===== src/rtl/fim_rdack_axis_bridge_if.sv =====
// rtl/fim_rdack_axis_bridge_if.sv - rdack-FIFO upstream and valid/ready downstream signal bundle
interface fim_rdack_axis_bridge_if #(
  parameter int DATA_WIDTH = 32
);
  logic                  rvalid;
  logic [DATA_WIDTH-1:0] rdata;
  logic                  rdack;
  logic                  o_tvalid;
  logic [DATA_WIDTH-1:0] o_tdata;
  logic                  o_tready;

  modport slave (
    input  rvalid, rdata, o_tready,
    output rdack, o_tvalid, o_tdata
  );

  modport master (
    output rvalid, rdata, o_tready,
    input  rdack, o_tvalid, o_tdata
  );
endinterface


===== src/rtl/fim_rdack_axis_bridge.sv =====
// rtl/fim_rdack_axis_bridge.sv - show-ahead FIFO (rdack) to valid/ready stream bridge, 2-entry skid buffer
// Optional beat counter enabled by FIM_RDACK_AXIS_BEAT_CNT_EN.
module fim_rdack_axis_bridge #(
  parameter int DATA_WIDTH = 32
) (
  input  logic                          clk,
  input  logic                          sclr,
  fim_rdack_axis_bridge_if.slave        bus
`ifdef FIM_RDACK_AXIS_BEAT_CNT_EN
  ,
  output logic [31:0]                   beat_cnt
`endif
);

  typedef enum logic [1:0] {
    EMPTY = 2'd0,
    ONE   = 2'd1,
    TWO   = 2'd2
  } state_e;

  state_e                state_q, state_d;
  logic                  full_q;
  logic                  valid_q;
  logic [DATA_WIDTH-1:0] head_q, head_d;
  logic [DATA_WIDTH-1:0] tail_q, tail_d;
  logic                  rdack;
  logic                  push;
  logic                  pop;

  // rdack depends only on registered fullness, so o_tready never reaches it combinationally
  assign rdack = bus.rvalid & ~full_q & ~sclr;
  assign push  = bus.rvalid & rdack;
  assign pop   = valid_q & bus.o_tready;

  assign bus.rdack    = rdack;
  assign bus.o_tvalid = valid_q;
  assign bus.o_tdata  = head_q;

  always_comb begin
    state_d = state_q;
    head_d  = head_q;
    tail_d  = tail_q;
    case (state_q)
      EMPTY: begin
        if (push) begin
          state_d = ONE;
          head_d  = bus.rdata;
        end
      end
      ONE: begin
        if (push && pop) begin
          head_d = bus.rdata;
        end else if (push) begin
          state_d = TWO;
          tail_d  = bus.rdata;
        end else if (pop) begin
          state_d = EMPTY;
        end
      end
      TWO: begin
        if (pop) begin
          state_d = ONE;
          head_d  = tail_q;
        end
      end
      default: state_d = EMPTY;
    endcase
  end

  always_ff @(posedge clk) begin
    if (sclr) begin
      state_q <= EMPTY;
      full_q  <= 1'b0;
      valid_q <= 1'b0;
    end else begin
      state_q <= state_d;
      full_q  <= (state_d == TWO);
      valid_q <= (state_d != EMPTY);
    end
  end

  // Data registers carry no reset; o_tdata is only meaningful while o_tvalid is high
  always_ff @(posedge clk) begin
    head_q <= head_d;
    tail_q <= tail_d;
  end

`ifdef FIM_RDACK_AXIS_BEAT_CNT_EN
  logic [31:0] beat_cnt_q;

  always_ff @(posedge clk) begin
    if (sclr) begin
      beat_cnt_q <= 32'd0;
    end else if (pop) begin
      beat_cnt_q <= beat_cnt_q + 32'd1;
    end
  end

  assign beat_cnt = beat_cnt_q;
`endif

endmodule


===== src/flat_wrapper.sv =====
// flat-port wrapper written by rule: the top's interface ports become plain ports
module fim_rdack_axis_bridge_flat 
#(
  parameter int DATA_WIDTH = 32
)
  (clk, sclr, bus_rvalid, bus_rdata, bus_o_tready, bus_rdack, bus_o_tvalid, bus_o_tdata);
  fim_rdack_axis_bridge_if #(.DATA_WIDTH(DATA_WIDTH)) bus_i ();
  input  logic clk;
  input  logic sclr;
  input wire logic [$bits(bus_i.rvalid)-1:0] bus_rvalid;
  input wire logic [$bits(bus_i.rdata)-1:0] bus_rdata;
  input wire logic [$bits(bus_i.o_tready)-1:0] bus_o_tready;
  output wire logic [$bits(bus_i.rdack)-1:0] bus_rdack;
  output wire logic [$bits(bus_i.o_tvalid)-1:0] bus_o_tvalid;
  output wire logic [$bits(bus_i.o_tdata)-1:0] bus_o_tdata;
  assign bus_i.rvalid = bus_rvalid;
  assign bus_i.rdata = bus_rdata;
  assign bus_i.o_tready = bus_o_tready;
  assign bus_rdack = bus_i.rdack;
  assign bus_o_tvalid = bus_i.o_tvalid;
  assign bus_o_tdata = bus_i.o_tdata;
  fim_rdack_axis_bridge #(.DATA_WIDTH(DATA_WIDTH)) u_core (.clk(clk), .sclr(sclr), .bus(bus_i));
endmodule

===== config.mk =====
export PLATFORM = sky130hd
export DESIGN_NAME = fim_rdack_axis_bridge_flat
export DESIGN_NICKNAME = d
export VERILOG_FILES = /design/src/rtl/fim_rdack_axis_bridge_if.sv /design/src/rtl/fim_rdack_axis_bridge.sv /design/src/flat_wrapper.sv
export SDC_FILE = /design/constraint.sdc
export NUM_CORES = 1
export LEC_CHECK = 0
export BUFFER_PORTS_ARGS = -buffer_cell sky130_fd_sc_hd__buf_4
export CAP_MARGIN = 25
export CORE_AREA = 2 2 106 108
export CTS_BUF_LIST = sky130_fd_sc_hd__clkbuf_2 sky130_fd_sc_hd__clkbuf_4 sky130_fd_sc_hd__clkbuf_8
export CTS_CLUSTER_DIAMETER = 60
export CTS_CLUSTER_SIZE = 28
export DETAILED_ROUTE_END_ITERATION = 6
export DIE_AREA = 0 0 108 110
export GPL_ROUTABILITY_DRIVEN = 0
export HOLD_SLACK_MARGIN = 0.15
export SYNTH_ARGS = -nofsm -noshare
export SYNTH_HDL_FRONTEND = slang
export SYNTH_SLANG_ARGS = --single-unit

===== constraint.sdc =====
create_clock -name clk -period 2.2 [get_ports clk]
set_input_delay 0.11 -clock clk [delete_from_list [all_inputs] [get_ports clk]]
set_output_delay 0.11 -clock clk [all_outputs]
set_load 0.005 [all_outputs]

==> results_dict.tcl <==
set metrics [dict create \
    max_stage_delay_ps 530 \
    dieWidth_um 108 \
    tns_ps 0 \
    clk_latency_ps 330 \
    num_io_pins 70 \
    viasPerCell 3.92 \
    clock_path_buffers 2 \
    clock_sinks 68 \
    drc 0 \
    power.density_mw_per_mm2 708 \
    yosysSeqAreaShare_pct 80.0 \
    cp_slowest_cell "dlygate4sd3_1" \
    hold-path-endpoint "u_core.state_q[0]$_SDFF_PP0_" \
    required_ps 2240 \
    worst_slew_pin_slew_ps 434 \
    wl_um 4880 \
    fin_crit_ps 1920 \
    crit_path_start_kind "input pin" \
    synth_edf_count 64 \
    r2r_start "u_core.full_q$_SDFF_PP0_" \
    async_reset_ff_share_pct 0 \
    nets 273 \
    reg2reg_depth 4 \
    cellLeakagePower_nw 1.37 \
    ir_drop_v 0.000228 \
    cts_setup_buffers 0 \
    cts_max_level 3 \
    finClkSkew_ps 4.96 \
    syn_inst 122 \
    wl_per_cell_um 12.8 \
    period_share_pct 87.3 \
    reg2reg_to "u_core.bus.o_tdata[16]$_DFFE_PP_" \
    grt_pass1_vias 1526 \
    path_max_fanout 20 \
    grt_setup_unrepaired "no" \
    dp_hpwl_um 3190 \
    antenna_cells 0 \
    rrSetupSlack_ps 410 \
    overflow 0 \
    drtIter0Drc 70 \
    grt_usage_pct 8.83 \
    start_util_pct 23.4 \
    synthFlopType "edfxtp_1" \
    hp-class "input pin to flop" \
    numPortBuffers 69 \
    ant_nets 0 \
    crit_chain "dlygate4sd3_1, buf_4, nor4b_1, nand2_1, nand2_2, buf_12" \
    whs_path_depth 4 \
    crit_type "input pin to flop" \
    cap_viol_max_count 0 \
    dieArea_mm2 0.0119 \
    cp-startpoint "sclr" \
    power_mw 2.65 \
    setup_viol 0 \
    core_area_mm2 0.0107 \
    cts.reportedPaths.clkPinSlew_ps 70 \
    vias 1497 \
    status "completed" \
    fmax_ghz 0.520 \
    area_growth_pct 49.3 \
    dr.pass1.iters 4 \
    slew_viol_final 0 \
    syn_area_mm2 0.00250 \
    synthDistinctLibCells 19 \
    hold_viol_final 0 \
    synth_seq_cells 68 \
    numCtsBuffers 9 \
    cts_tree "yes" \
    clock-root-buffer "clkbuf_8" \
    drive_above_1_share_pct 51.7 \
    slew_headroom_pct 70.7 \
    antenna_found_initial 0 \
    endpoint_kind "flop" \
    dieHeight_um 110 \
    yosys_warnings 0 \
    arrival_ps 1960 \
    min_from "bus_rvalid" \
    grt_max_degree 21 \
    rows 38 \
    cts_resized 0 \
    grt_pass1_wl_um 7650 \
    avgSynthCellArea_um2 20.5 \
    syn_nets 158 \
]
[kinds of logic after synthesis]
kind of cell | Yosys count | synth area share (%)
buf+inv | 5 | 1.25
mux | 32 | 14.4
flops | 68 | 80.0
simple gates | 11 | 2.85
compound gates | 6 | 1.55
[synthesized netlist by cell type (all sizes together) (2+ instances only)]
cell	number	share of area (%)
nor3	2	0.40
buf	4	1.1
and2	2	0.50
edfxtp	64	77
mux2	32	14
dfxtp	4	3.2
a21oi	2	0.40
nand2	2	0.30
[report_power, final]
group	total, mW	switching, mW	internal, mW	leakage, nW
Combinational	0.265	0.0970	0.168	0.656
Sequential	1.50	0.0168	1.48	0.621
Clock	0.886	0.433	0.453	0.0925
[flip-flops by register name, summed over array words and instances, names as in the netlist]
name                 cells
u_core.bus.o_tdata      32
u_core.state_q           2
u_core.full_q            1
u_core.bus.o_tvalid      1
u_core.tail_q           32
[repair_timing]
item,4_1_cts,5_1_grt
hold buffers,34,0
endpoints found under the hold margin,68,0
endpoints found under the setup margin,0,0
[metrics by stage]
stage / hold slack, ps / cells / cell area (um2) / setup slack, ps / utilization [%]
after floorplan: 179 / 122 / 2500 / 178 / -
after detailed placement: 299 / 332 / 3230 / 370 / 30.2
after global placement: 298 / 332 / 3230 / 454 / 30.2
after global routing: 272 / 382 / 3740 / 163 / 34.9
after CTS: 236 / 382 / 3740 / 260 / 34.9
final: 260 / 382 / 3740 / 278 / 34.9
[cell usage in the layout (no fill, tap or decap)]
cell           count
clkbuf_4           4
nor3_1             2
o21bai_1           1
nor4b_1            1
buf_12             1
inv_1              1
nor2_1             1
and2_2             1
and2_1             1
nand2_2            1
a31oi_1            1
mux2_2            32
clkbuf_8           9
nor3b_2            1
edfxtp_1          64
nor2b_4            1
dfxtp_1            4
nand2_1            1
clkinv_1           1
clkinv_2           2
a21boi_0           1
or4b_1             1
a21oi_1            2
buf_4             73
a22oi_1            1
dlygate4sd3_1     34
[area by class of cell]
type / instances / area, um2
well taps: 140 / 175
repair buffers: 108 / 908
fillers: 1032 / 6960
clock inverters: 3 / 13.8
flip-flops and latches: 68 / 2000
clock buffers: 13 / 154
multi-input cells: 49 / 482
inverters: 1 / 3.75
[layer usage]
layer  track usage [%]  routed length (um)  up-vias
li1                  -                   -      715
met1              10.6                2220      714
met2              13.5                2240       59
met3              3.64                 340        9
met4              4.95                  73        0
met5                 0                   0        -
[how the worst max path moves through the flow]
stage	endpoint	slack, ps	cells after the start
CTS	u_core.bus.o_tdata[16]$_DFFE_PP_	260	6
finish	u_core.bus.o_tdata[16]$_DFFE_PP_	280	6
detailed placement	u_core.bus.o_tdata[17]$_DFFE_PP_	370	4
global route	u_core.bus.o_tdata[0]$_DFFE_PP_	160	6
floorplan	u_core.bus.o_tdata[0]$_DFFE_PP_	180	5
global placement	u_core.bus.o_tdata[17]$_DFFE_PP_	450	4
[worst max-delay path, delay by kind of cell]
| family | cells | cell delay, ps |
|---|---|---|
| buffers and inverters | 3 | 920 |
| and+or+nand+nor | 3 | 920 |
Note: power is estimated with default switching activity, not from simulation.
